$ cat src/rtl/ecg_pkg.sv
// Shared types and constants for the ECG processing chain (filter and R-peak detector).
package ecg_pkg;

   localparam int unsigned DATAWIDTH      = 64;
   localparam int unsigned ORDER          = 32;
   localparam int unsigned COEFFDATAWIDTH = 16;

   typedef logic signed [DATAWIDTH-1:0] sample_t;

   typedef enum logic [1:0] {
      Search,
      Above,
      Refract
   } rpk_state_e;

endpackage

$ cat src/rtl/ecg_thresh_tracker.sv
// Adaptive R-peak threshold: exponential average of committed peak amplitudes, halved and
// floored at MinThresh.
module ecg_thresh_tracker
   import ecg_pkg::*;
#(
   parameter int unsigned DataWidth  = DATAWIDTH,
   parameter int          InitThresh = 1000,
   parameter int          MinThresh  = 200,
   parameter int unsigned AvgShift   = 3
) (
   input  logic                        clk_i,
   input  logic                        rst_ni,
   input  logic                        update_i,
   input  logic signed [DataWidth-1:0] peak_i,
   output logic signed [DataWidth-1:0] thresh_o
);

   localparam logic signed [DataWidth-1:0] AvgInit = DataWidth'(2 * InitThresh);
   localparam logic signed [DataWidth-1:0] MinVal  = DataWidth'(MinThresh);

   logic signed [DataWidth-1:0] avg_q, avg_d, half;
   logic signed [DataWidth:0]   diff, sum;

   // One extra bit keeps the peak-minus-average difference from overflowing.
   always_comb begin
      diff     = (DataWidth+1)'(peak_i) - (DataWidth+1)'(avg_q);
      sum      = (DataWidth+1)'(avg_q) + (diff >>> AvgShift);
      avg_d    = update_i ? DataWidth'(sum) : avg_q;
      half     = avg_q >>> 1;
      thresh_o = (half >= MinVal) ? half : MinVal;
   end

   always_ff @(posedge clk_i or negedge rst_ni) begin
      if (!rst_ni) begin
         avg_q <= AvgInit;
      end else begin
         avg_q <= avg_d;
      end
   end

endmodule

$ cat src/rtl/ecg_rpeak_detector.sv
// R-peak detector: threshold crossing, max tracking, width rejection and refractory period.
// Define ECG_ADAPTIVE_THRESH_EN for the adaptive threshold; otherwise it is fixed at InitThresh.
module ecg_rpeak_detector
   import ecg_pkg::*;
#(
   parameter int unsigned DataWidth      = DATAWIDTH,
   parameter int unsigned CntW           = 16,
   parameter int          InitThresh     = 1000,
   parameter int          MinThresh      = 200,
   parameter int unsigned AvgShift       = 3,
   parameter int unsigned RefractSamples = 72,
   parameter int unsigned MaxWidth       = 40
) (
   input  logic                        clk_i,
   input  logic                        rst_ni,
   input  logic signed [DataWidth-1:0] sample_i,
   input  logic                        sample_valid_i,
   output logic                        peak_valid_o,
   output logic signed [DataWidth-1:0] peak_amp_o,
   output logic [CntW-1:0]             rr_interval_o,
   output logic                        first_peak_o,
   output logic signed [DataWidth-1:0] thresh_o
);

   localparam int unsigned WidthW    = $clog2(MaxWidth + 2);
   localparam int unsigned RefrW     = (RefractSamples > 1) ? $clog2(RefractSamples) : 1;
   localparam logic [WidthW-1:0] WidthReject = WidthW'(MaxWidth + 1);
   localparam logic [RefrW-1:0]  RefrLast    = RefrW'(RefractSamples - 1);
   localparam rpk_state_e AfterPeak = (RefractSamples == 0) ? Search : Refract;

   if (AvgShift >= DataWidth || MinThresh < 0) begin : g_bad_cfg
      $error("ecg_rpeak_detector: invalid AvgShift or MinThresh");
   end

   rpk_state_e                  state_q, state_d;
   logic [CntW-1:0]             idx_q, idx_d, max_idx_q, max_idx_d, prev_idx_q, prev_idx_d;
   logic [CntW-1:0]             rr_q, rr_d;
   logic signed [DataWidth-1:0] max_val_q, max_val_d, peak_amp_q, peak_amp_d;
   logic [WidthW-1:0]           width_q, width_d;
   logic [RefrW-1:0]            refr_q, refr_d;
   logic                        have_prev_q, have_prev_d, first_q, first_d, peak_valid_q;
   logic                        commit, above;
   logic signed [DataWidth-1:0] thresh;

`ifdef ECG_ADAPTIVE_THRESH_EN
   ecg_thresh_tracker #(
      .DataWidth (DataWidth),
      .InitThresh(InitThresh),
      .MinThresh (MinThresh),
      .AvgShift  (AvgShift)
   ) u_thresh (
      .clk_i   (clk_i),
      .rst_ni  (rst_ni),
      .update_i(commit),
      .peak_i  (max_val_q),
      .thresh_o(thresh)
   );
`else
   assign thresh = DataWidth'(InitThresh);
`endif

   assign above = (sample_i >= thresh);

   always_comb begin
      state_d     = state_q;
      idx_d       = idx_q;
      max_val_d   = max_val_q;
      max_idx_d   = max_idx_q;
      width_d     = width_q;
      refr_d      = refr_q;
      prev_idx_d  = prev_idx_q;
      have_prev_d = have_prev_q;
      peak_amp_d  = peak_amp_q;
      rr_d        = rr_q;
      first_d     = first_q;
      commit      = 1'b0;
      if (sample_valid_i) begin
         idx_d = idx_q + CntW'(1);
         unique case (state_q)
            Search: begin
               if (above) begin
                  state_d   = Above;
                  max_val_d = sample_i;
                  max_idx_d = idx_q;
                  width_d   = WidthW'(1);
               end
            end
            Above: begin
               if (above) begin
                  width_d = width_q + WidthW'(1);
                  if (sample_i > max_val_q) begin
                     max_val_d = sample_i;
                     max_idx_d = idx_q;
                  end
                  // Too wide to be a QRS complex: drop it without touching outputs.
                  if (width_d == WidthReject) begin
                     state_d = AfterPeak;
                     refr_d  = '0;
                  end
               end else begin
                  commit      = 1'b1;
                  state_d     = AfterPeak;
                  refr_d      = '0;
                  peak_amp_d  = max_val_q;
                  rr_d        = have_prev_q ? (max_idx_q - prev_idx_q) : '0;
                  first_d     = !have_prev_q;
                  prev_idx_d  = max_idx_q;
                  have_prev_d = 1'b1;
               end
            end
            Refract: begin
               if (refr_q == RefrLast) begin
                  state_d = Search;
               end
               refr_d = refr_q + RefrW'(1);
            end
            default: state_d = Search;
         endcase
      end
   end

   always_ff @(posedge clk_i or negedge rst_ni) begin
      if (!rst_ni) begin
         state_q      <= Search;
         idx_q        <= '0;
         max_val_q    <= '0;
         max_idx_q    <= '0;
         width_q      <= '0;
         refr_q       <= '0;
         prev_idx_q   <= '0;
         have_prev_q  <= 1'b0;
         peak_amp_q   <= '0;
         rr_q         <= '0;
         first_q      <= 1'b0;
         peak_valid_q <= 1'b0;
      end else begin
         state_q      <= state_d;
         idx_q        <= idx_d;
         max_val_q    <= max_val_d;
         max_idx_q    <= max_idx_d;
         width_q      <= width_d;
         refr_q       <= refr_d;
         prev_idx_q   <= prev_idx_d;
         have_prev_q  <= have_prev_d;
         peak_amp_q   <= peak_amp_d;
         rr_q         <= rr_d;
         first_q      <= first_d;
         peak_valid_q <= commit;
      end
   end

   assign peak_valid_o  = peak_valid_q;
   assign peak_amp_o    = peak_amp_q;
   assign rr_interval_o = rr_q;
   assign first_peak_o  = first_q;
   assign thresh_o      = thresh;

endmodule
$ cat config.mk
export PLATFORM = sky130hd
export DESIGN_NAME = ecg_rpeak_detector
export DESIGN_NICKNAME = d
export VERILOG_FILES = /design/src/rtl/ecg_pkg.sv /design/src/rtl/ecg_thresh_tracker.sv /design/src/rtl/ecg_rpeak_detector.sv
export SDC_FILE = /design/constraint.sdc
export NUM_CORES = 1
export LEC_CHECK = 0
export CAP_MARGIN = 20
export CELL_PAD_IN_SITES_DETAIL_PLACEMENT = 2
export CELL_PAD_IN_SITES_GLOBAL_PLACEMENT = 2
export CORE_MARGIN = 5
export CORE_UTILIZATION = 36
export CTS_BUF_LIST = sky130_fd_sc_hd__clkbuf_8
export DETAILED_ROUTE_END_ITERATION = 6
export GPL_TIMING_DRIVEN = 0
export PLACE_DENSITY_LB_ADDON = 0.12
export SLEW_MARGIN = 5
export SYNTH_ARGS = -nofsm -noshare
export SYNTH_HDL_FRONTEND = slang
export SYNTH_SLANG_ARGS = --single-unit
$ cat constraint.sdc
create_clock -name clk_i -period 6.3 [get_ports clk_i]
set_input_delay 1.26 -clock clk_i [delete_from_list [all_inputs] [get_ports clk_i]]
set_output_delay 1.26 -clock clk_i [all_outputs]
set_load 0.05 [all_outputs]
==> flow_summary.json, run 1 <==
{
  "status": "complete, no violations",
  "grt.met1_usage_pct": 24.2,
  "dp_hpwl_mm": 24.4,
  "rows": 63,
  "seq_power_share_pct": 31.4,
  "p_int_uw": 4030,
  "post_cts_buffers": 0,
  "dr.pass1.iters": 4,
  "finalWirelength_mm": 32.8,
  "holdPathStages": 2,
  "synth-main-ff-cell": "dfrtp_1",
  "cts-root-buf": "clkbuf_8",
  "worstRegToRegCells": 12,
  "final-setup-viol-count": 0,
  "hold_violations": 0,
  "powerDensity_mw_per_mm2": 519,
  "worst_setup_path_end_kind": "flip-flop",
  "slew_violations": 0,
  "drc_errors": 0,
  "drtIter0Drc": 263,
  "switching_share_pct": 44.2,
  "clock_skew_ns": 0.0276,
  "power_frac_comb_pct": 49.3,
  "grt_pass1_vias": 9620,
  "drive_gt1_share_pct": 15.1,
  "maxCapViolCount": 0,
  "grt_max_degree": 110,
  "cts_tree": "done",
  "p_leak_uw": 0.00667,
  "syn_area_per_cell_um2": 10.3,
  "hp-class": "reg -> reg",
  "critical_path.endpoint": "peak_amp_o[63]$_DFFE_PN0P_",
  "worstMarginPinSlew_ns": 1.09,
  "core_area_mm2": 0.0297,
  "grt_pass1_wl_mm": 52.4,
  "p_sw_uw": 3190,
  "area_growth_pct": 28.3,
  "antenna_left": 0,
  "portBuffers": 148,
  "cts.reportedPaths.clkPinSlew_ns": 0.06,
  "initial_core_util_pct": 36.5,
  "clock_sinks": 210,
  "ctsHoldBuffers": 0,
  "insertedDiodeCount": 0,
  "ys_seq_area_share_pct": 48.5,
  "wire_per_inst_um": 19.0,
  "ir_worst_vdd_mv": 0.236,
  "overflow": 0,
  "critical_path_required_ns": 6.69,
  "critical_path.startpoint": "sample_i[63]",
  "slew_headroom_pct": 26.6,
  "avgViaCountPerCell": 4.92,
  "yosys-top-cells-count": "dfrtp_1, nand2_1, o21ai_0, inv_1, ha_1",
  "setup_tns_ns": 0,
  "ff2ff_setup_slack_ns": 2.61,
  "syn_area_mm2": 0.0108,
  "cts-buffers-inserted": 39,
  "synth_area_leader_cell": "dfrtp_1",
  "fin_crit_sh_pct": 77.1,
  "grt_busiest_layer": "met2",
  "min_period_ns": 4.85,
  "crit_type": "in -> reg",
  "synth_top_area_share_pct": 48.5,
  "yosysUniqueCellTypes": 51,
  "grt_use_met2_pct": 35.3,
  "yosysMostFrequentCell": "dfrtp_1",
  "arrival_ns": 5.25,
  "max_freq_ghz": 0.206,
  "critPathMaxFanout": 10,
  "use_met3_pct": 2.89,
  "p_clk_share_pct": 19.4,
  "htreeDepth": 2,
  "rr_endpoint": "max_idx_q[10]$_DFFE_PN0P_",
  "rsz0062_at_grt": "false",
  "synthCells": 1055,
  "synth_area_leaders": "dfrtp_1, ha_1, mux2_2",
  "postLayoutCoreUtil_pct": 46.8,
  "grtUsageTotal_pct": 19.4,
  "die_x_um": 184,
  "clk_path_buf_depth": 3,
  "gp_congestion": 0.778,
  "ys_ff_latch": 210,
  "dieArea_mm2": 0.0337,
  "via_count": 8501,
  "nNetsFinal": 1458,
  "total_power_uw": 7210,
  "timing.rr.start": "max_val_q[57]$_DFFE_PN0P_",
  "async_flop_share_pct": 100,
  "synth_edf_count": 0,
  "nFillCells": 3167,
  "cts_resized": 0,
  "antenna_found_initial": 0,
  "start_kind": "primary input",
  "die_height_um": 184,
  "clk_latency_ns": 0.54,
  "synth_warnings": 0,
  "io-pin-count": 213
}
critical path: stages:
cell and delay [ns]:
clkdlybuf4s50_1 0.55, nor4_1 0.98, nand4_1 0.28, nor2_1 0.40, a21oi_1 0.17, or2_2 0.32
clkbuf_1 0.22, clkbuf_1 0.38, clkbuf_1 0.41, nand2_1 0.17, o21ai_0 0.11
layer usage:
layer,routed length (µm),vias to the layer above
met3,1310,44
li1,-,4009
met1,13800,4292
met2,17000,156
met5,0,-
met4,590,0
metrics by stage:
stage / worst slack [ns] / std cells / area [µm²] / hold WS, ns
global route: 1.40 / 1727 / 13900 / 0.488
finish: 1.45 / 1727 / 13900 / 0.474
detailed placement: 0.902 / 1656 / 13100 / 0.455
global placement: -5.50 / 1655 / 13000 / 0.456
CTS: 1.45 / 1727 / 13900 / 0.482
floorplan: 2.23 / 1117 / 11100 / 0.436
power by group through the flow:
| stage | registers (µW) | logic (µW) | clock network, µW |
|---|---|---|---|
| after floorplan | 3070 | 1550 | 0 |
| after global placement | 2260 | 3420 | 0 |
| after detailed placement | 2290 | 3540 | 0 |
| after CTS | 2280 | 3600 | 1440 |
| after global routing | 2340 | 3860 | 1510 |
| final | 2260 | 3550 | 1400 |
area by class of cell:
class	instances	area [µm²]	share of cell area, %
plain buffers	95	634	4.56
clock buffers	50	688	4.95
clock inverters	21	141	1.02
inverters	92	345	2.48
multi-input cells	720	4840	34.8
flip-flops and latches	210	5260	37.8
well taps	390	488	3.51
repair buffers	149	1510	10.9
registers in the layout, summed over array words and instances, names as in the netlist:
register	count
peak_valid_o	1
state_q	2
have_prev_q	1
first_peak_o	1
idx_q	16
max_val_q	64
max_idx_q	16
width_q	6
peak_amp_o	64
rr_interval_o	16
refr_q	7
prev_idx_q	16
cells in the final DEF (no fill, tap or decap), types with 3 or more instances in the layout:
master / n
conb_1: 64
xnor2_1: 17
or3_1: 3
and2_1: 3
clkdlybuf4s50_1: 147
o31ai_1: 10
xor2_1: 18
clkbuf_8: 50
ha_1: 83
inv_1: 107
nand2b_1: 6
nor4_1: 14
nor2b_1: 3
a221oi_1: 3
o41ai_1: 3
and3_1: 3
nand4_1: 22
clkbuf_1: 21
nand3_1: 21
nand2_1: 136
mux2_2: 70
nor2_1: 32
dfrtp_1: 210
nor3_1: 10
and4_1: 6
o21ai_0: 107
mux2_1: 10
a21oi_1: 36
a21o_1: 10
buf_4: 70
worst min path at each step:
| stage | startpoint | to | slack, ns |
|---|---|---|---|
| floorplan | idx_q[15]$_DFFE_PN0P_ | idx_q[15]$_DFFE_PN0P_ | 0.44 |
| global placement | idx_q[15]$_DFFE_PN0P_ | idx_q[15]$_DFFE_PN0P_ | 0.46 |
| CTS | idx_q[15]$_DFFE_PN0P_ | idx_q[15]$_DFFE_PN0P_ | 0.48 |
| global route | idx_q[15]$_DFFE_PN0P_ | idx_q[15]$_DFFE_PN0P_ | 0.49 |
| finish | peak_amp_o[29]$_DFFE_PN0P_ | peak_amp_o[29]$_DFFE_PN0P_ | 0.47 |
| detailed placement | idx_q[15]$_DFFE_PN0P_ | idx_q[15]$_DFFE_PN0P_ | 0.46 |
cell families (layout without fill, tap and decap cells):
family | count (synthesis) | in the layout | share of synthesized area [%]
fa+ha+maj | 84 | 84 | 9.76
buf+inv | 187 | 407 | 9.03
mux | 80 | 80 | 8.31
simple gates | 270 | 270 | 11.7
flops | 210 | 210 | 48.5
other cells | 2 | 64 | 0.0693
compound gates | 187 | 187 | 9.80
xor+xnor | 35 | 35 | 2.83
Power figures use the tool's default switching activity.
==> run 2, diff against run 1 <==
- CORE_UTILIZATION: 36 -> 31
- clock period: 6.3 -> 4.2 ns (I/O delays scaled with it)
==> run 2 against run 1 <==
Compared with the run above:
- worst setup slack lost 1.3 ns
- utilization decreased by 6.2 points
- clock-buffer cell count increased by 3
- global-route usage shrank 2.5 points
- critical endpoint is now max_idx_q[10]$_DFFE_PN0P_
- largest cell class unchanged
- largest power group unchanged
==> flow_summary.json, run 2 (synthesized netlist as in run 1, its figures left out) <==
{
  "critPathMaxFanout": 10,
  "critical_path_required_ns": 4.60,
  "dp_hpwl_mm": 25.2,
  "powerDensity_mw_per_mm2": 762,
  "antenna_left": 0,
  "clock_skew_ns": 0.0366,
  "p_leak_uw": 0.00670,
  "cts_tree": "done",
  "cts-buffers-inserted": 42,
  "clk_path_buf_depth": 3,
  "ir_worst_vdd_mv": 0.373,
  "grt_pass1_vias": 9558,
  "nFillCells": 3785,
  "wire_per_inst_um": 18.1,
  "fin_crit_sh_pct": 97.2,
  "slew_headroom_pct": 44.3,
  "min_period_ns": 4.08,
  "dr.pass1.iters": 4,
  "dieArea_mm2": 0.0388,
  "ctsHoldBuffers": 0,
  "drive_gt1_share_pct": 15.3,
  "maxCapViolCount": 0,
  "core_area_mm2": 0.0345,
  "antenna_found_initial": 0,
  "max_freq_ghz": 0.245,
  "clk_latency_ns": 0.55,
  "die_height_um": 197,
  "rsz0062_at_grt": "false",
  "grtUsageTotal_pct": 16.9,
  "initial_core_util_pct": 31.4,
  "portBuffers": 148,
  "hold_ws_ns": 0.183,
  "via_count": 8470,
  "start_kind": "primary input",
  "avgViaCountPerCell": 4.71,
  "slew_violations": 0,
  "wl_met1_mm": 14.1,
  "overflow": 0,
  "drtIter0Drc": 210,
  "worst_setup_path_end_kind": "flip-flop",
  "area_growth_pct": 29.2,
  "drc_errors": 0,
  "hp-class": "in -> async",
  "worstMarginPinSlew_ns": 0.815,
  "htreeDepth": 2,
  "nNetsFinal": 1462,
  "rows": 68,
  "die_x_um": 197,
  "hold_violations": 0,
  "status": "complete, no violations",
  "clock_sinks": 210,
  "io-pin-count": 213,
  "insertedDiodeCount": 0,
  "post_cts_buffers": 0,
  "cts.reportedPaths.clkPinSlew_ns": 0.06,
  "grt_max_degree": 95,
  "crit_type": "in -> reg",
  "mostFrequentLayoutCells": "dfrtp_1, clkdlybuf4s50_1, nand2_1",
  "total_power_uw": 10700,
  "cts_resized": 0,
  "final-setup-viol-count": 0,
  "final_common_cell": "dfrtp_1",
  "route.met2.wl_mm": 16.5,
  "top_layer": "met4",
  "finalWirelength_mm": 32.6,
  "cts-root-buf": "clkbuf_8",
  "gp_congestion": 0.746,
  "met3_length_mm": 1.18,
  "grt_pass1_wl_mm": 52.7,
  "arrival_ns": 4.48,
  "setup_tns_ns": 0
}
## run 2: changes by cell type in the layout (fill, tap and decap cells not counted)
cell / delta
buf_16: +1
bufinv_16: -2
clkbuf_8: +3
clkinv_2: +2
inv_1: +4
inv_6: -1
## run 2: routing by layer
metal / global-route usage (%) / up-vias
li1: - / 4007
met1: 21.3 / 4260
met2: 30.1 / 152
met3: 2.63 / 51
met4: 4.57 / 0
met5: 0 / -
## run 2: where the power goes
group	internal (µW)	switching, µW
clock	1130	906
combinational	1970	3290
sequential	2860	519
total	5960	4720
## run 2: final timing paths
check | start | endpoint | slack (ns) | cells past startpoint
hold reg to reg | peak_amp_o[50]$_DFFE_PN0P_ | peak_amp_o[50]$_DFFE_PN0P_ | 0.48 | 2
max in group asynchronous | rst_ni | idx_q[10]$_DFFE_PN0P_ | 3.19 | 2
hold / removal | rst_ni | peak_amp_o[36]$_DFFE_PN0P_ | 0.18 | 1
min in group clk_i | peak_amp_o[50]$_DFFE_PN0P_ | peak_amp_o[50]$_DFFE_PN0P_ | 0.48 | 2
setup reg to reg | max_val_q[57]$_DFFE_PN0P_ | max_idx_q[10]$_DFFE_PN0P_ | 0.56 | 12
setup / recovery | sample_i[57] | max_idx_q[10]$_DFFE_PN0P_ | 0.12 | 12
## run 2: area by class of cell
cell class,count,area (µm²),share of cell area [%]
sequential,210,5260,37.5
multi-input combinational,720,4840,34.6
timing repair buffer,150,1540,11.0
clock buffer,53,729,5.20
buffer,95,634,4.53
tap,455,569,4.06
inverter,92,345,2.46
clock inverter,24,97.6,0.696
## run 2: critical path: stages
cell	delay (ns)
clkdlybuf4s50_1	0.49
ha_1	0.37
a21o_1	0.20
a221o_1	0.32
a221oi_1	0.39
o21ai_1	0.12
or3_1	0.39
or4_4	0.52
nand3_4	0.16
buf_6	0.18
buf_6	0.17
mux2_1	0.34
## run 2: through the flow
step                      setup WS, ns  instances  instance area, µm²  util [%]
after floorplan                  0.546       1117               11100         -
after detailed placement        -0.582       1722               13200      38.2
after global placement           -7.39       1720               13100      38.0
after CTS                        0.108       1799               14000      40.6
after global routing            0.0110       1799               14000      40.6
final                            0.118       1799               14000      40.6
